$ cat src/rtl/axil_dma_engine_if.sv
`timescale 1ns/1ps
`default_nettype none
// ============================================================================
// Module   : axil_dma_engine_if
// Brief    : AXI4-Lite bus bundle between the DMA master and the interconnect.
// Revision : 1.0 - initial release
// ============================================================================
interface axil_dma_engine_if #(
    parameter int ADDR_W = 32,
    parameter int DATA_W = 32
);
    localparam int c_BYTES = DATA_W / 8;

    logic                ARVALID;
    logic                ARREADY;
    logic [ADDR_W-1:0]   ARADDR;
    logic                RVALID;
    logic                RREADY;
    logic [DATA_W-1:0]   RDATA;
    logic [1:0]          RRESP;
    logic                AWVALID;
    logic                AWREADY;
    logic [ADDR_W-1:0]   AWADDR;
    logic                WVALID;
    logic                WREADY;
    logic [DATA_W-1:0]   WDATA;
    logic [c_BYTES-1:0]  WSTRB;
    logic                BVALID;
    logic                BREADY;
    logic [1:0]          BRESP;

    modport master (
        output ARVALID, ARADDR, RREADY, AWVALID, AWADDR, WVALID, WDATA, WSTRB, BREADY,
        input  ARREADY, RVALID, RDATA, RRESP, AWREADY, WREADY, BVALID, BRESP
    );

    modport slave (
        input  ARVALID, ARADDR, RREADY, AWVALID, AWADDR, WVALID, WDATA, WSTRB, BREADY,
        output ARREADY, RVALID, RDATA, RRESP, AWREADY, WREADY, BVALID, BRESP
    );
endinterface
`default_nettype wire

$ cat src/rtl/axil_dma_engine.sv
`timescale 1ns/1ps
`default_nettype none
// ============================================================================
// Module   : axil_dma_engine
// Brief    : AXI4-Lite master DMA; pipelined reads into a FIFO, one write in flight.
// Revision : 1.0 - initial release
// ============================================================================
module axil_dma_engine #(
    parameter int DATA_W     = 32,
    parameter int ADDR_W     = 32,
    parameter int LEN_W      = 16,
    parameter int FIFO_DEPTH = 4
) (
    input  wire logic              clk,
    input  wire logic              rst,
    input  wire logic              trigger,
    input  wire logic [LEN_W-1:0]  length,
    input  wire logic [ADDR_W-1:0] source_address,
    input  wire logic [ADDR_W-1:0] destination_address,
    axil_dma_engine_if.master      axil,
    output logic                   busy,
    output logic                   done,
    output logic                   error
);
    localparam int c_BYTES = DATA_W / 8;
    localparam int c_SHIFT = $clog2(c_BYTES);
    localparam int c_PTR_W = $clog2(FIFO_DEPTH);
    localparam int c_CNT_W = c_PTR_W + 1;

    typedef enum logic [1:0] {
        W_IDLE = 2'd0,
        W_REQ  = 2'd1,
        W_RESP = 2'd2
    } wstate_t;

    wstate_t             r_wstate;
    logic [DATA_W-1:0]   r_mem [FIFO_DEPTH];
    logic [c_PTR_W-1:0]  r_wr_ptr, r_rd_ptr;
    logic [c_CNT_W-1:0]  r_fifo_count, r_reads_out;
    logic [LEN_W-1:0]    r_words, r_reads_issued, r_writes_done;
    logic [c_BYTES-1:0]  r_last_strb, r_wstrb;
    logic [ADDR_W-1:0]   r_araddr, r_awaddr;
    logic [DATA_W-1:0]   r_wdata;
    logic                r_arvalid, r_awvalid, r_wvalid, r_bready;
    logic                r_busy, r_done, r_error, r_err_pending;

    logic                w_ar_hs, w_r_hs, w_aw_hs, w_w_hs, w_b_hs;
    logic [c_CNT_W:0]    w_credit_used;
    logic                w_ar_allowed, w_wr_start, w_err_finish, w_ok_finish;
    logic [LEN_W:0]      w_len_round;
    logic [LEN_W-1:0]    w_words;
    logic [c_SHIFT-1:0]  w_rem;
    logic [c_BYTES-1:0]  w_last_strb;
    logic [ADDR_W-1:0]   w_src_aligned, w_dst_aligned;

    assign w_ar_hs = r_arvalid & axil.ARREADY;
    assign w_r_hs  = r_busy & axil.RVALID;
    assign w_aw_hs = r_awvalid & axil.AWREADY;
    assign w_w_hs  = r_wvalid & axil.WREADY;
    assign w_b_hs  = r_bready & axil.BVALID;

    // Buffered plus in-flight reads never exceed the FIFO, so RREADY can stay high.
    assign w_credit_used = (c_CNT_W+1)'(r_fifo_count) + (c_CNT_W+1)'(r_reads_out);
    assign w_ar_allowed  = r_busy & ~r_err_pending & ~r_arvalid
                         & (r_reads_issued < r_words)
                         & (w_credit_used < (c_CNT_W+1)'(FIFO_DEPTH));
    assign w_wr_start    = r_busy & (r_wstate == W_IDLE) & ~r_err_pending
                         & (r_fifo_count != '0) & (r_writes_done < r_words);
    assign w_err_finish  = r_busy & r_err_pending & (r_reads_out == '0)
                         & ~r_arvalid & (r_wstate == W_IDLE);
    assign w_ok_finish   = r_busy & ~r_err_pending & (r_wstate == W_IDLE)
                         & (r_writes_done == r_words);

    assign w_len_round   = {1'b0, length} + (LEN_W+1)'(c_BYTES - 1);
    assign w_words       = LEN_W'(w_len_round >> c_SHIFT);
    assign w_rem         = length[c_SHIFT-1:0];
    assign w_src_aligned = source_address & ~ADDR_W'(c_BYTES - 1);
    assign w_dst_aligned = destination_address & ~ADDR_W'(c_BYTES - 1);

    always_comb begin
        w_last_strb = '0;
        for (int i = 0; i < c_BYTES; i++) begin
            w_last_strb[i] = (w_rem == '0) || (i < int'(w_rem));
        end
    end

    always_ff @(posedge clk) begin
        if (w_r_hs) begin
            r_mem[r_wr_ptr] <= axil.RDATA;
        end
    end

    always_ff @(posedge clk) begin
        if (rst) begin
            r_wstate       <= W_IDLE;
            r_wr_ptr       <= '0;
            r_rd_ptr       <= '0;
            r_fifo_count   <= '0;
            r_reads_out    <= '0;
            r_words        <= '0;
            r_reads_issued <= '0;
            r_writes_done  <= '0;
            r_last_strb    <= '0;
            r_wstrb        <= '0;
            r_araddr       <= '0;
            r_awaddr       <= '0;
            r_wdata        <= '0;
            r_arvalid      <= 1'b0;
            r_awvalid      <= 1'b0;
            r_wvalid       <= 1'b0;
            r_bready       <= 1'b0;
            r_busy         <= 1'b0;
            r_done         <= 1'b0;
            r_error        <= 1'b0;
            r_err_pending  <= 1'b0;
        end else begin
            r_done <= 1'b0;
            if (!r_busy) begin
                if (trigger) begin
                    r_busy         <= 1'b1;
                    r_error        <= 1'b0;
                    r_err_pending  <= 1'b0;
                    r_araddr       <= w_src_aligned;
                    r_awaddr       <= w_dst_aligned;
                    r_words        <= w_words;
                    r_last_strb    <= w_last_strb;
                    r_reads_issued <= '0;
                    r_writes_done  <= '0;
                end
            end else if (w_err_finish || w_ok_finish) begin
                // Leftover words from an aborted job are discarded here.
                r_busy        <= 1'b0;
                r_done        <= 1'b1;
                r_error       <= r_err_pending;
                r_err_pending <= 1'b0;
                r_wr_ptr      <= '0;
                r_rd_ptr      <= '0;
                r_fifo_count  <= '0;
                r_reads_out   <= '0;
            end else begin
                if (w_ar_allowed) begin
                    r_arvalid <= 1'b1;
                end
                if (w_ar_hs) begin
                    r_arvalid      <= 1'b0;
                    r_araddr       <= r_araddr + ADDR_W'(c_BYTES);
                    r_reads_issued <= r_reads_issued + LEN_W'(1);
                end
                r_reads_out <= r_reads_out + c_CNT_W'(w_ar_hs) - c_CNT_W'(w_r_hs);

                if (w_r_hs) begin
                    r_wr_ptr <= r_wr_ptr + c_PTR_W'(1);
                    if (axil.RRESP != 2'b00) begin
                        r_err_pending <= 1'b1;
                    end
                end
                if (w_w_hs) begin
                    r_rd_ptr <= r_rd_ptr + c_PTR_W'(1);
                end
                r_fifo_count <= r_fifo_count + c_CNT_W'(w_r_hs) - c_CNT_W'(w_w_hs);

                case (r_wstate)
                    W_IDLE: begin
                        if (w_wr_start) begin
                            r_wstate  <= W_REQ;
                            r_awvalid <= 1'b1;
                            r_wvalid  <= 1'b1;
                            r_wdata   <= r_mem[r_rd_ptr];
                            r_wstrb   <= (r_writes_done + LEN_W'(1) == r_words) ? r_last_strb : '1;
                        end
                    end
                    W_REQ: begin
                        if (w_aw_hs) begin
                            r_awvalid <= 1'b0;
                        end
                        if (w_w_hs) begin
                            r_wvalid <= 1'b0;
                        end
                        if ((!r_awvalid || axil.AWREADY) && (!r_wvalid || axil.WREADY)) begin
                            r_wstate <= W_RESP;
                            r_bready <= 1'b1;
                        end
                    end
                    W_RESP: begin
                        if (w_b_hs) begin
                            r_bready      <= 1'b0;
                            r_writes_done <= r_writes_done + LEN_W'(1);
                            r_awaddr      <= r_awaddr + ADDR_W'(c_BYTES);
                            r_wstate      <= W_IDLE;
                            if (axil.BRESP != 2'b00) begin
                                r_err_pending <= 1'b1;
                            end
                        end
                    end
                    default: r_wstate <= W_IDLE;
                endcase
            end
        end
    end

    assign axil.ARVALID = r_arvalid;
    assign axil.ARADDR  = r_araddr;
    assign axil.RREADY  = r_busy;
    assign axil.AWVALID = r_awvalid;
    assign axil.AWADDR  = r_awaddr;
    assign axil.WVALID  = r_wvalid;
    assign axil.WDATA   = r_wdata;
    assign axil.WSTRB   = r_wstrb;
    assign axil.BREADY  = r_bready;
    assign busy         = r_busy;
    assign done         = r_done;
    assign error        = r_error;
endmodule
`default_nettype wire

$ cat src/flat_wrapper.sv
// flat-port wrapper written by rule: the top's interface ports become plain ports
module axil_dma_engine_flat 
#(
    parameter int DATA_W     = 32,
    parameter int ADDR_W     = 32,
    parameter int LEN_W      = 16,
    parameter int FIFO_DEPTH = 4
)
  (clk, rst, trigger, length, source_address, destination_address, busy, done, error, axil_ARVALID, axil_ARADDR, axil_RREADY, axil_AWVALID, axil_AWADDR, axil_WVALID, axil_WDATA, axil_WSTRB, axil_BREADY, axil_ARREADY, axil_RVALID, axil_RDATA, axil_RRESP, axil_AWREADY, axil_WREADY, axil_BVALID, axil_BRESP);
  axil_dma_engine_if #(.ADDR_W(ADDR_W), .DATA_W(DATA_W)) axil_i ();
  input  wire logic clk;
  input  wire logic rst;
  input  wire logic trigger;
  input  wire logic [LEN_W-1:0] length;
  input  wire logic [ADDR_W-1:0] source_address;
  input  wire logic [ADDR_W-1:0] destination_address;
  output logic busy;
  output logic done;
  output logic error;
  output wire logic [$bits(axil_i.ARVALID)-1:0] axil_ARVALID;
  output wire logic [$bits(axil_i.ARADDR)-1:0] axil_ARADDR;
  output wire logic [$bits(axil_i.RREADY)-1:0] axil_RREADY;
  output wire logic [$bits(axil_i.AWVALID)-1:0] axil_AWVALID;
  output wire logic [$bits(axil_i.AWADDR)-1:0] axil_AWADDR;
  output wire logic [$bits(axil_i.WVALID)-1:0] axil_WVALID;
  output wire logic [$bits(axil_i.WDATA)-1:0] axil_WDATA;
  output wire logic [$bits(axil_i.WSTRB)-1:0] axil_WSTRB;
  output wire logic [$bits(axil_i.BREADY)-1:0] axil_BREADY;
  input wire logic [$bits(axil_i.ARREADY)-1:0] axil_ARREADY;
  input wire logic [$bits(axil_i.RVALID)-1:0] axil_RVALID;
  input wire logic [$bits(axil_i.RDATA)-1:0] axil_RDATA;
  input wire logic [$bits(axil_i.RRESP)-1:0] axil_RRESP;
  input wire logic [$bits(axil_i.AWREADY)-1:0] axil_AWREADY;
  input wire logic [$bits(axil_i.WREADY)-1:0] axil_WREADY;
  input wire logic [$bits(axil_i.BVALID)-1:0] axil_BVALID;
  input wire logic [$bits(axil_i.BRESP)-1:0] axil_BRESP;
  assign axil_ARVALID = axil_i.ARVALID;
  assign axil_ARADDR = axil_i.ARADDR;
  assign axil_RREADY = axil_i.RREADY;
  assign axil_AWVALID = axil_i.AWVALID;
  assign axil_AWADDR = axil_i.AWADDR;
  assign axil_WVALID = axil_i.WVALID;
  assign axil_WDATA = axil_i.WDATA;
  assign axil_WSTRB = axil_i.WSTRB;
  assign axil_BREADY = axil_i.BREADY;
  assign axil_i.ARREADY = axil_ARREADY;
  assign axil_i.RVALID = axil_RVALID;
  assign axil_i.RDATA = axil_RDATA;
  assign axil_i.RRESP = axil_RRESP;
  assign axil_i.AWREADY = axil_AWREADY;
  assign axil_i.WREADY = axil_WREADY;
  assign axil_i.BVALID = axil_BVALID;
  assign axil_i.BRESP = axil_BRESP;
  axil_dma_engine #(.DATA_W(DATA_W), .ADDR_W(ADDR_W), .LEN_W(LEN_W), .FIFO_DEPTH(FIFO_DEPTH)) u_core (.clk(clk), .rst(rst), .trigger(trigger), .length(length), .source_address(source_address), .destination_address(destination_address), .axil(axil_i), .busy(busy), .done(done), .error(error));
endmodule
$ cat config.mk
export PLATFORM = sky130hd
export DESIGN_NAME = axil_dma_engine_flat
export DESIGN_NICKNAME = d
export VERILOG_FILES = /design/src/rtl/axil_dma_engine_if.sv /design/src/rtl/axil_dma_engine.sv /design/src/flat_wrapper.sv
export SDC_FILE = /design/constraint.sdc
export NUM_CORES = 1
export LEC_CHECK = 0
export ABC_AREA = 1
export BUFFER_PORTS_ARGS = -buffer_cell sky130_fd_sc_hd__buf_2
export CORE_ASPECT_RATIO = 2
export CORE_UTILIZATION = 58
export CTS_CLUSTER_DIAMETER = 100
export CTS_CLUSTER_SIZE = 40
export DETAILED_ROUTE_END_ITERATION = 10
export PLACE_DENSITY = 0.81
export SLEW_MARGIN = 0
export SYNTH_ARGS = -nofsm -noshare
export SYNTH_HDL_FRONTEND = slang
export SYNTH_SLANG_ARGS = --single-unit
$ cat constraint.sdc
create_clock -name clk -period 3.3 [get_ports clk]
set_clock_uncertainty 0.05 [all_clocks]
set_input_delay 0.165 -clock clk [delete_from_list [all_inputs] [get_ports clk]]
set_output_delay 0.165 -clock clk [all_outputs]
set_load 0.01 [all_outputs]
### Word level (Yosys, flattened, before mapping)

Memory sizes are Yosys's and may differ from the RTL's. A register that Yosys moved wholly into a read port is not among the register bits.
Cells that the tools add are included.

* reductions and logical operators: 34
* equal/unequal tests: 14
* add/subtract/negate cells: 12
* $lt $le $gt $ge: 6
* bitwise gates (word level): 23
* multiplexer cells: 54

Operator list (count)
* 2-to-1 mux 32 bit: 9
* 2-to-1 mux 16 bit: 8
* adder 32 x 3 -> 32 bit, second input constant: 2
* adder 16 x 1 -> 16 bit, second input constant: 2
* equality test 16 x 15 -> 1 bit: 2
* < comparator 16 x 15 -> 1 bit: 2
* 2-to-1 mux 1 bit: 23
* AND reduction 5 bit: 4
* AND 1 bit: 19
* adder 16 x 2 -> 17 bit, second input constant: 1
* nonzero test 2 bit: 8
* 2-to-1 mux 2 bit: 7
* != test 2 x 1 -> 1 bit, second input constant: 5
* != test 2 bit, second input constant: 5
* AND reduction 2 bit: 4
* AND reduction 4 bit: 2
* adder 3 x 1 -> 3 bit: 2
* logical OR 1 bit: 6
* 2-to-1 mux 3 bit: 2
* case mux 1 bit (2 select lines): 3
* case mux 2 bit (3 select lines): 1
* AND reduction 3 bit: 2
* subtractor 3 x 1 -> 3 bit: 2
* adder 2 x 1 -> 2 bit, second input constant: 2
* 14 further kinds: 20

* memories: 1
* RAM bits: 128
* logic and storage cells: 164
* register bits after elaboration: 139

Memories
* u_core.r_mem: depth 4, width 32, read ports 1, clocked after Yosys merged registers in 1, write ports 1, RTL line axil_dma_engine.sv:37 `logic [DATA_W-1:0] r_mem [FIFO_DEPTH];`

### Depth between registers and ports, before layout

Gate-level depths: netlist (run 1).

* word-level depth: 8
* gate-level depth with buffers: 16

### Worst setup path after synthesis (run 1)

No wires, ideal clock.

* path kind: register -> register
* from: reg u_core.r_busy (netlist: u_core.axil.RREADY)
* to: mem u_core.r_mem[0][0], enable pin
* period minus slack after synthesis: 2663 ps
* cell stages (with the launch flop): 4
* setup time: 421 ps
* arrival: 2192 ps
* path slack: 637 ps
* cell sequence: dfxtp_1 buf_2 nand2_1 nor2_1

* word-level cells in the longest chain between the ends: 3

Ends and longest elaborated chain
* start: declaration: RTL line axil_dma_engine.sv:45 `logic r_busy, r_done, r_error, r_err_pending;`
* start signal: assignment: RTL line axil_dma_engine.sv:112 `r_busy <= 1'b0;`
* start signal: assignment: RTL line axil_dma_engine.sv:120 `r_busy <= 1'b1;`
* start signal: assignment: RTL line axil_dma_engine.sv:132 `r_busy <= 1'b0;`
* AND 1 bit: RTL line axil_dma_engine.sv:57 `assign w_r_hs = r_busy & axil.RVALID;`
* 2-to-1 mux 1 bit: RTL line axil_dma_engine.sv:88 `if (w_r_hs) begin`
* 2-to-1 mux 1 bit (not written as such): RTL line axil_dma_engine.sv:89 `r_mem[r_wr_ptr] <= axil.RDATA;`
* end: declaration: RTL line axil_dma_engine.sv:37

Every way passes these cells.

### Worst setup path in the final report (run 1)

* from: reg u_core.r_writes_done[0]
* to: reg u_core.r_wdata[5] (netlist: u_core.axil.WDATA[5]) (read register of u_core.r_mem)

* word-level cells in the longest chain between the ends: 5
* elaborated cells between the ends (all ways): 7

Ends and longest elaborated chain
* start: declaration: RTL line axil_dma_engine.sv:40 `logic [LEN_W-1:0] r_words, r_reads_issued, r_writes_done;`
* start signal: assignment: RTL line axil_dma_engine.sv:187 `r_writes_done <= r_writes_done + LEN_W'(1);`
* parallel branches: the longest is 4 deep, another holds < comparator 16 x 15 -> 1 bit
* AND reduction 4 bit (no line) (*)
* end: declaration: RTL line axil_dma_engine.sv:43 `logic [DATA_W-1:0] r_wdata;`

Every way passes the cells marked *.
A chain may end at the register's enable or synchronous reset.

==> results of run 1 <==
critical path: stages (launching register included):
cell and delay (ns):
sky130_fd_sc_hd__dfxtp_1 0.44, sky130_fd_sc_hd__inv_1 0.09, sky130_fd_sc_hd__ha_1 0.31, sky130_fd_sc_hd__nand2_1 0.06
sky130_fd_sc_hd__nor2_1 0.16, sky130_fd_sc_hd__nand2_1 0.15, sky130_fd_sc_hd__nor2_1 0.11, sky130_fd_sc_hd__nand2_1 0.09
sky130_fd_sc_hd__nand2_2 0.15, sky130_fd_sc_hd__inv_2 0.09, sky130_fd_sc_hd__nand2_2 0.14, sky130_fd_sc_hd__inv_2 0.06
sky130_fd_sc_hd__nand2_2 0.05, sky130_fd_sc_hd__buf_4 0.45, sky130_fd_sc_hd__nand2_1 0.14, sky130_fd_sc_hd__a21oi_1 0.18
path summary, 6_finish.rpt:
check                                                           from                            endpoint  slack, ns  cells after the start
worst max-delay path            u_core.r_writes_done[0]$_SDFFE_PP0P_   u_core.axil.WDATA[5]$_SDFFE_PP0P_       0.48                     15
worst min-delay path                                      length[11]      u_core.r_words[9]$_SDFFE_PP0P_       0.01                      5
worst max register to register  u_core.r_writes_done[0]$_SDFFE_PP0P_   u_core.axil.WDATA[5]$_SDFFE_PP0P_       0.48                     15
worst min register to register    u_core.axil.WDATA[29]$_SDFFE_PP0P_  u_core.axil.WDATA[29]$_SDFFE_PP0P_       0.42                      2
registers in the layout (all words and copies together) (netlist names), 3 cells and up:
register and count:
u_core.r_mem 128, u_core.r_last_strb 4, u_core.r_fifo_count 3, u_core.r_reads_issued 16, u_core.r_words 15, u_core.axil.ARADDR 30
u_core.axil.WDATA 32, u_core.axil.AWADDR 30, u_core.r_writes_done 16, u_core.r_reads_out 3, u_core.axil.WSTRB 4
layer usage:
layer | up-vias | GRT usage, %
li1 | 7015 | -
met1 | 6798 | 31.8
met2 | 616 | 61.7
met3 | 177 | 4.19
met4 | 0 | 22.7
met5 | - | 0
stage by stage:
step	hold slack (ns)	utilization [%]	cell area (µm²)	setup WS (ns)	power, mW
floorplan	0.214	-	15100	0.637	4.69
global placement	0.323	64.2	16500	0.659	5.03
detailed placement	0.329	64.2	16500	0.605	5.06
CTS	0.0126	69.5	17800	0.560	6.87
global route	0.0429	69.5	17800	0.301	7.13
finish	0.0133	69.5	17800	0.480	6.87
cell type report:
class	instances	area share (%)
tap	340	2.39
antenna	1	0.0140
multi-input combinational	1399	39.1
sequential	295	40.4
clock buffer	16	1.65
inverter	151	3.18
timing repair buffer	350	13.1
clock inverter	1	0.169
power by group through the flow:
stage	clock, mW	sequential, mW	combinational (mW)
6_report	1.77	4.07	1.03
5_1_grt	1.90	4.08	1.14
4_1_cts	1.80	4.06	1.01
3_5_place_dp	0	4.14	0.915
3_3_place_gp	0	4.14	0.895
2_1_floorplan	0	4.14	0.548
cells in the final DEF (no fill, tap or decap), drive strengths merged, types with 2 or more instances in the layout:
cell | synthesis | layout
fa | 2 | 2
conb | 1 | 4
a21o | 2 | 2
o21bai | 2 | 2
o2111ai | 2 | 2
o31ai | 3 | 3
xnor2 | 11 | 11
clkbuf | 54 | 16
nand4 | 20 | 20
nand3 | 137 | 137
edfxtp | 128 | 128
a31oi | 5 | 5
a21oi | 153 | 153
dlygate4sd3 | 0 | 103
buf | 33 | 247
a211oi | 4 | 4
or2 | 8 | 8
nand2 | 458 | 458
o21ai | 139 | 139
clkinv | 2 | 3
nor2 | 261 | 261
o211ai | 7 | 7
nand3b | 7 | 7
nor3 | 36 | 36
xor2 | 26 | 26
o22ai | 40 | 40
inv | 149 | 149
nor4 | 5 | 5
ha | 45 | 45
nor3b | 5 | 5
dfxtp | 167 | 167
xnor3 | 2 | 2
o21a | 5 | 5
o32ai | 5 | 5
o221a | 2 | 2
cell families (layout without fill, tap and decap cells):
family / after synthesis / count (layout) / synth area share (%)
compound gates: 371 / 371 / 13.6
fa+ha+maj: 47 / 47 / 4.00
xor+xnor: 39 / 39 / 2.45
flops: 295 / 295 / 47.7
other cells: 1 / 5 / 0.0249
simple gates: 938 / 938 / 25.9
buf+inv: 238 / 518 / 6.32
==> results.yml, run 1 <==
cts:
  clkLatencyLatePin_ns: 0.53
  cts.root.buffer_cell: "sky130_fd_sc_hd__clkbuf_16"
  post_cts_buffers: 0
  cts_hold_repair.buffers: 103
  clock_tree_from_tritoncts: "done"
  postCtsResizedCells: 0
  clkTransAtPathRegs_ns: 0.16
  cts-buffers-inserted: 11
  cts_max_level: 1
  clkSinkCount: 295
  maximum_number_of_buffers_from_clock_root_to_sink: 3
timing:
  achievable-frequency_mhz: 355
  rsz_0062_raised_after_global_routing: "no"
  report.final.setup_viol: 0
  worst_slew_pin_tran_ns: 0.851
  period_share_pct: 85.5
  layout_min_cycle_time_ns: 2.82
  slew_violations: 0
  max_slew_margin_pct: 43.3
  timing.setup.tns_ns: 0
  finalHoldViolations: 0
critical_path:
  critical_path_required_ns: 3.68
  worst_ep_arrival_time_ns: 3.20
  cp_max_fo: 39
  timing.critical_path.to_type: "flip-flop"
  path_class: "reg -> reg"
  start_kind: "flip-flop"
global_route:
  grt_antenna_before_repair: 1
  largest_net_degree_at_the_start_of_global_routing: 84
  grt_usage_pct: 32.7
  first_global_vias: 14400
  global_route_wire_length_before_repair_um: 68200
  gr-total-overflow: 0
cells_and_area:
  design.final.nets: 2379
  num-fill-cells: 2051
  final_layout_size_suffix_gt1_share_pct: 13.9
  syn2layout_area_growth_pct: 18.2
  layout.area.seq_um2: 7190
  post_layout_nonfiller_instances: 2553
  multi_input_comb_area_um2: 6970
drt:
  routed_wire_length_per_instance_um: 17.1
  dr.first_iter.drc_count: 1095
  drt-total-wl_um: 43600
  met2_routed_length_um: 23400
  dr_wl_met3_um: 2430
  detail-route-antenna-nets: 0
  detailedRoute.firstPassIterationCount: 5
  routed_via_density: 5.72
  vias: 14600
  drc: 0
  m1_wl_um: 14900
  dr.max_layer_used: "met4"
yosys:
  yosys_warnings: 0
  mappedNetlistArea_um2: 15100
  synth-seq-cells: 295
  asyncSetResetFlopFracSynth_pct: 0
  synth_area_leader_cell: "sky130_fd_sc_hd__edfxtp_1"
  synth.top_cells.by_area: "sky130_fd_sc_hd__edfxtp_1, sky130_fd_sc_hd__dfxtp_1, sky130_fd_sc_hd__nand2_1"
  avgSynthCellArea_um2: 7.82
  synth_flop_cell: "sky130_fd_sc_hd__dfxtp_1"
  syn_inst: 1929
  synth_enable_flop_cells: 128
  post-synth-top-area-fraction_pct: 25.5
  post_synth_most_frequent_cells: "sky130_fd_sc_hd__nand2_1, sky130_fd_sc_hd__nor2_1, sky130_fd_sc_hd__dfxtp_1"
  ys_types: 45
  sequential_fraction_of_the_synthesis_area_pct: 47.7
  synthMostInstantiatedCell: "sky130_fd_sc_hd__nand2_1"
placement:
  place.port_buffers: 223
  place_congestion: 0.942
  post-place-cells: 2432
  dp.final_hpwl_um: 29300
power_and_ir_drop:
  cellLeakagePower_nw: 7.15
  power_switching_mw: 1.88
  vdd_ir_drop_max_uv: 719
  fraction_of_power_consumed_by_sequential_logic_pct: 59.2
  p_int_mw: 4.99
  power.density_cell_area_nw_per_um2: 385
  power.share.clock_pct: 25.8
  combinationalPowerShare_pct: 15.0
  power_switching_share_pct: 27.4
floorplanning:
  floorplan.initialDensity_pct: 58.8
  placement_rows: 83
  die_width_um: 116
  die-area_um2: 26700
  floorplan.core_area_um2: 25700
  number_of_i_o_pins: 232
  dieHeight_um: 230
status:
  run_status: "finished clean"
min_path:
  worstHoldPathType: "in -> reg"
flow_run:
  maxCapViolations: 0
Power figures use the tool's default switching activity.
==> run 2, diff against run 1 <==
--- a/config.mk
+++ b/config.mk
@@ -7,12 +7,15 @@
 export LEC_CHECK = 0
 export ABC_AREA = 1
 export BUFFER_PORTS_ARGS = -buffer_cell sky130_fd_sc_hd__buf_2
+export CELL_PAD_IN_SITES_DETAIL_PLACEMENT = 1
+export CELL_PAD_IN_SITES_GLOBAL_PLACEMENT = 2
 export CORE_ASPECT_RATIO = 2
-export CORE_UTILIZATION = 58
+export CORE_UTILIZATION = 34
+export CTS_BUF_LIST = sky130_fd_sc_hd__clkbuf_8
 export CTS_CLUSTER_DIAMETER = 100
 export CTS_CLUSTER_SIZE = 40
 export DETAILED_ROUTE_END_ITERATION = 10
-export PLACE_DENSITY = 0.81
+export PLACE_DENSITY_LB_ADDON = 0.1
 export SLEW_MARGIN = 0
 export SYNTH_ARGS = -nofsm -noshare
 export SYNTH_HDL_FRONTEND = slang
==> run 2 against run 1 <==
Effect of this change: the run now ends with hold timing left; hold slack worse by 0.014 ns; setup slack better by 0.023 ns; fmax is 0.82% higher; final cell count is 9.4% higher; flip-flop and latch count stayed put; critical endpoint is now u_core.r_words[12]$_SDFFE_PP0P_.
==> results.yml, run 2 (synthesis results as in run 1) <==
critical_path:
  start_kind: "input pin"
  worst-r2r-cell-count: 14
  critical_path_required_ns: 3.85
  timing.critical_path.to_type: "flip-flop"
  cp_max_fo: 3
  worst_ep_arrival_time_ns: 3.35
  path_class: "in -> reg"
  rr_endpoint: "u_core.axil.WDATA[24]$_SDFFE_PP0P_"
  reg2reg_setup_slack_ns: 0.52
  reg2reg_from: "u_core.r_writes_done[0]$_SDFFE_PP0P_"
cells_and_area:
  post-route-util_pct: 42.1
  syn2layout_area_growth_pct: 21.6
  num-fill-cells: 5391
  largest-register: "u_core.r_mem"
  mostFrequentLayoutCell: "sky130_fd_sc_hd__nand2_1"
  mostFrequentLayoutCells: "sky130_fd_sc_hd__nand2_1, sky130_fd_sc_hd__nor2_1, sky130_fd_sc_hd__buf_2, sky130_fd_sc_hd__dfxtp_1, sky130_fd_sc_hd__inv_1"
  layout.area.seq_um2: 7190
  final_layout_size_suffix_gt1_share_pct: 14.3
  largest_reg_flops: 128
  multi_input_comb_area_um2: 6970
  design.final.nets: 2407
timing:
  layout_min_cycle_time_ns: 2.80
  period_share_pct: 84.8
  finalHoldViolations: 1
  achievable-frequency_mhz: 357
  worst_slew_pin_tran_ns: 1.02
  max_slew_margin_pct: 31.7
  rsz_0062_raised_after_global_routing: "no"
  report.final.setup_viol: 0
  slew_violations: 0
  timing.setup.tns_ns: 0
  holdWs_ns: -0.00106
global_route:
  peak_usage_layer_in_the_global_routing_report: "met2"
  grt.met1_usage_pct: 22.2
  grt_usage_pct: 23.3
  grt_antenna_before_repair: 1
  grt.met2_usage_pct: 48.9
  largest_net_degree_at_the_start_of_global_routing: 84
  first_global_vias: 15300
  grt.met3_usage_pct: 1.62
  gr-total-overflow: 0
  global_route_wire_length_before_repair_um: 81500
floorplanning:
  die_width_um: 151
  number_of_i_o_pins: 232
  placement_rows: 108
  die-area_um2: 45200
  floorplan.initialDensity_pct: 34.7
  floorplan.core_area_um2: 43500
  dieHeight_um: 300
drt:
  drc: 0
  detail-route-antenna-nets: 0
  routed_wire_length_per_instance_um: 18.8
  drt-total-wl_um: 52400
  dr.first_iter.drc_count: 349
  routed_via_density: 5.13
  vias: 14300
  detailedRoute.firstPassIterationCount: 4
cts:
  cts_max_level: 1
  cts-buffers-inserted: 12
  clkTransAtPathRegs_ns: 0.25
  clkLatencyLatePin_ns: 0.63
  postCtsResizedCells: 0
  maximum_number_of_buffers_from_clock_root_to_sink: 3
  clock_tree_from_tritoncts: "done"
  cts.root.buffer_cell: "sky130_fd_sc_hd__clkbuf_8"
  clkSinkCount: 295
min_path:
  worstHoldPathCells: 5
  worstHoldEndpoint: "u_core.r_err_pending$_SDFFE_PP0P_"
  worstHoldPathType: "in -> reg"
  hold_start: "axil_RRESP[1]"
placement:
  place.port_buffers: 223
  place_congestion: 0.838
  dp.final_hpwl_um: 37800
power_and_ir_drop:
  power.density_cell_area_nw_per_um2: 378
  cellLeakagePower_nw: 7.28
  vdd_ir_drop_max_uv: 458
flow_run:
  maxCapViolations: 0
status:
  run_status: "complete, but fails checks"
  violations_in_the_final_reports: "hold timing"
[run 2: changes by cell type in the layout (fill, tap and decap cells not counted), sizes merged]
cell         previous run  this run
dlygate4sd3           103       124
buf                   247       253
inv                   149       155
clkbuf                 16        13
bufinv                  0         1
clkinv                  3         2
[run 2: worst max-delay path by stage]
| stage | startpoint | depth (start not counted) | to |
|---|---|---|---|
| 2_1_floorplan | u_core.axil.RREADY$_SDFF_PP0_ | 3 | u_core.r_mem[0][0]$_DFFE_PP_ |
| 3_3_place_gp | u_core.r_writes_done[0]$_SDFFE_PP0P_ | 15 | u_core.r_wstate[1]$_SDFFE_PP0P_ |
| 3_5_place_dp | u_core.r_writes_done[0]$_SDFFE_PP0P_ | 15 | u_core.r_wstate[1]$_SDFFE_PP0P_ |
| 4_1_cts | u_core.r_writes_done[0]$_SDFFE_PP0P_ | 15 | u_core.r_wstate[1]$_SDFFE_PP0P_ |
| 5_1_grt | u_core.r_writes_done[0]$_SDFFE_PP0P_ | 15 | u_core.r_wstate[1]$_SDFFE_PP0P_ |
| 6_report | length[0] | 14 | u_core.r_words[12]$_SDFFE_PP0P_ |
[run 2: power by group]
group	switching [mW]	internal, mW	total (mW)	leakage [nW]
clock network	1.25	0.505	1.76	0.150
registers	0.159	3.93	4.09	2.52
logic	0.649	0.435	1.08	4.61
total	2.06	4.87	6.93	7.28
[run 2: timing repair]
item | 4_1_cts | 5_1_grt
hold buffers | 124 | 0
buffers inserted | 0 | 0
endpoints found under the hold margin | 227 | 0
[run 2: layout make-up]
| type | instances | area share, % |
|---|---|---|
| Antenna cell | 1 | 0.0136 |
| Inverter | 151 | 3.09 |
| Sequential cell | 295 | 39.2 |
| Clock inverter | 7 | 0.580 |
| Clock buffer | 13 | 0.976 |
| Tap cell | 550 | 3.75 |
| Timing Repair Buffer | 377 | 14.4 |
| Multi-Input combinational cell | 1399 | 38.0 |
[run 2: per-layer routing]
| layer | wire, µm | part of all wire (%) |
|---|---|---|
| met1 | 18600 | 36 |
| met2 | 30700 | 59 |
| met3 | 1180 | 2.3 |
| met4 | 1950 | 3.7 |
| met5 | 0 | 0 |
[run 2: critical path, stage by stage]
cell and delay, ns:
sky130_fd_sc_hd__dlygate4sd3_1 0.53, sky130_fd_sc_hd__buf_2 0.13, sky130_fd_sc_hd__inv_1 0.04, sky130_fd_sc_hd__ha_1 0.22
sky130_fd_sc_hd__inv_1 0.10, sky130_fd_sc_hd__nand3_1 0.07, sky130_fd_sc_hd__nor2_1 0.19, sky130_fd_sc_hd__nand2_1 0.13
sky130_fd_sc_hd__nor4_1 0.31, sky130_fd_sc_hd__xor2_1 0.18, sky130_fd_sc_hd__dlygate4sd3_1 0.56, sky130_fd_sc_hd__nand2_1 0.05
sky130_fd_sc_hd__a21oi_1 0.11, sky130_fd_sc_hd__dlygate4sd3_1 0.55
[run 2: per-stage QoR]
stage	setup WS, ns	hold WS [ns]	instances	instance area, µm²	total power, mW
detailed placement	0.498	0.330	2648	16800	5.16
global placement	0.535	0.323	2648	16800	5.13
floorplan	0.637	0.214	1932	15100	4.69
finish	0.502	-0.00106	2793	18300	6.93
CTS	0.435	0.00229	2792	18300	7.05
global route	0.281	0.0219	2793	18300	7.27
==> run 3, diff against run 2 <==
==> constraint.sdc (replaced) <==
create_clock -name clk -period 2.6 [get_ports clk]
set_clock_uncertainty 0.05 [all_clocks]
set_input_delay 0.13 -clock clk [delete_from_list [all_inputs] [get_ports clk]]
set_output_delay 0.13 -clock clk [all_outputs]
set_load 0.01 [all_outputs]
==> run 3 against run 2 <==
Effect of this change: the flow now finishes without violations; die area did not move; flip-flop and latch count did not move; core utilization rose by 1.1 points; largest power group unchanged.
==> results.yml, run 3 (synthesis results as in run 1) <==
drt:
  dr.first_iter.drc_count: 388
  routed_via_density: 5.14
  drc: 0
  drt-total-wl_um: 53700
  routed_wire_length_per_instance_um: 18.9
  detail-route-antenna-nets: 0
  vias: 14600
  detailedRoute.firstPassIterationCount: 4
cts:
  clock_tree_from_tritoncts: "done"
  cts_max_level: 1
  clkTransAtPathRegs_ns: 0.25
  cts-buffers-inserted: 12
  post_cts_buffers: 0
  clkSinkCount: 295
  cts.root.buffer_cell: "sky130_fd_sc_hd__clkbuf_8"
  clkLatencyLatePin_ns: 0.62
  maximum_number_of_buffers_from_clock_root_to_sink: 3
global_route:
  grt_usage_pct: 23.5
  gr-total-overflow: 0
  global_route_wire_length_before_repair_um: 82100
  grt_antenna_before_repair: 1
  largest_net_degree_at_the_start_of_global_routing: 76
  first_global_vias: 15300
critical_path:
  critical_path_required_ns: 3.14
  critical_path.top_delay_family: "buffers and inverters"
  timing.critical_path.to_type: "flip-flop"
  cp_max_fo: 4
  rr_endpoint: "u_core.axil.WDATA[6]$_SDFFE_PP0P_"
  start_kind: "input pin"
  reg2reg_setup_slack_ns: 0.10
  cp_slowest_cell: "sky130_fd_sc_hd__dlygate4sd3_1"
  worst_ep_arrival_time_ns: 3.08
  worst-r2r-cell-count: 15
  path_class: "in -> reg"
  crit_chain: "dlygate4sd3_1 > buf_2 > o21a_1 > nand2_1 > dlygate4sd3_1 > inv_1 > a21oi_1 > dlygate4sd3_1 > o32ai_1 > dlygate4sd3_1"
  path_depth: 10
  cp_common_cell: "sky130_fd_sc_hd__dlygate4sd3_1"
  reg2reg_from: "u_core.r_words[7]$_SDFFE_PP0P_"
  crit_buf_inv: 6
  cpPeakStageDelay_ns: 0.58
placement:
  dp.final_hpwl_um: 39000
  place.port_buffers: 223
  post-place-cells: 2689
  placedInstanceArea_um2: 17200
  place_congestion: 0.834
timing:
  layout_min_cycle_time_ns: 2.54
  worst_slew_pin_tran_ns: 0.693
  finalHoldViolations: 0
  report.final.setup_viol: 0
  max_slew_margin_pct: 53.8
  achievable-frequency_mhz: 394
  slew_violations: 0
  period_share_pct: 97.6
  rsz_0062_raised_after_global_routing: "yes"
floorplanning:
  die-area_um2: 45200
  number_of_i_o_pins: 232
  die_width_um: 151
  dieHeight_um: 300
  floorplan.core_area_um2: 43500
  placement_rows: 108
  floorplan.initialDensity_pct: 34.7
cells_and_area:
  syn2layout_area_growth_pct: 24.8
  mostFrequentLayoutCell: "sky130_fd_sc_hd__nand2_1"
  final_layout_size_suffix_gt1_share_pct: 16.3
  fin_area_um2: 18800
  largest-register: "u_core.r_mem"
  post_layout_nonfiller_instances: 2839
  mostFrequentLayoutCells: "sky130_fd_sc_hd__nand2_1, sky130_fd_sc_hd__nor2_1, sky130_fd_sc_hd__buf_2, sky130_fd_sc_hd__dfxtp_1, sky130_fd_sc_hd__inv_1"
  largest_reg_flops: 128
  design.final.nets: 2453
status:
  run_status: "finished clean"
min_path:
  worstHoldEndpoint: "u_core.r_err_pending$_SDFFE_PP0P_"
  worstHoldPathCells: 5
  worstHoldPathType: "in -> reg"
  hold_start: "axil_BRESP[0]"
power_and_ir_drop:
  power.density_cell_area_nw_per_um2: 465
  vdd_ir_drop_max_uv: 580
  report.power.total_mw: 8.75
  cellLeakagePower_nw: 7.55
flow_run:
  maxCapViolations: 0
==> run 3: cell count changes in the layout (fill, tap and decap cells not counted), sizes merged <==
cell         previous run  this run
clkbuf                 13        14
dlygate4sd3           124       128
bufinv                  1         0
clkinv                  2         3
buf                   253       294
==> run 3: metal layers <==
metal | routed length (µm) | global-route usage [%]
met1 | 18900 | 22.5
met2 | 31500 | 49.5
met3 | 1220 | 1.44
met4 | 2090 | 9.05
met5 | 0 | 0
==> run 3: worst max-delay path by stage <==
stage | endpoint | from
6_report | u_core.r_words[3]$_SDFFE_PP0P_ | length[2]
5_1_grt | u_core.r_wstate[1]$_SDFFE_PP0P_ | u_core.r_words[7]$_SDFFE_PP0P_
4_1_cts | u_core.axil.WDATA[10]$_SDFFE_PP0P_ | u_core.r_words[7]$_SDFFE_PP0P_
3_5_place_dp | u_core.axil.WDATA[10]$_SDFFE_PP0P_ | u_core.r_writes_done[0]$_SDFFE_PP0P_
3_3_place_gp | u_core.axil.WSTRB[2]$_SDFFE_PP0P_ | u_core.r_writes_done[1]$_SDFFE_PP0P_
2_1_floorplan | u_core.r_mem[0][0]$_DFFE_PP_ | u_core.axil.RREADY$_SDFF_PP0_
==> run 3: per-stage QoR <==
stage / worst slack, ns / setup TNS, ns / hold WS (ns) / util [%]
4_1_cts: 0.0124 / 0 / 0.00888 / 43.1
6_report: 0.0614 / 0 / 0.0324 / 43.2
3_3_place_gp: 0.141 / 0 / 0.288 / 39.6
5_1_grt: -0.0466 / -0.248 / 0.0791 / 43.2
3_5_place_dp: 0.0694 / 0 / 0.298 / 39.6
2_1_floorplan: -0.0632 / -8.09 / 0.179 / -
==> run 3: worst min-delay path, delay by kind of cell <==
family	cells	cell delay (ns)
compound gates	3	0.37
simple gates	1	0.08
buf+inv	1	0.10
==> run 3: final cells by class <==
cell class / instances / area [µm²]
Antenna cell: 1 / 2.50
Timing Repair Buffer: 423 / 3110
Clock inverter: 7 / 76.3
Sequential cell: 295 / 7200
Inverter: 151 / 567
Fill cell: 5355 / 24700
Multi-Input combinational cell: 1399 / 7000
Tap cell: 550 / 688
Clock buffer: 13 / 179
==> run 3: report_power, final <==
part	switching, mW	internal, mW	total (mW)	leakage [nW]
Sequential	0.190	4.99	5.18	2.52
Clock	1.57	0.535	2.11	0.136
Combinational	0.861	0.598	1.46	4.89
Total	2.62	6.12	8.75	7.55
==> run 3: timing repair <==
item,CTS,global route
endpoints found under the hold margin,225,0
pin swaps,0,0
setup endpoints to repair,3,35
gates resized for setup,1,13
cloned,0,1
hold buffers,128,0
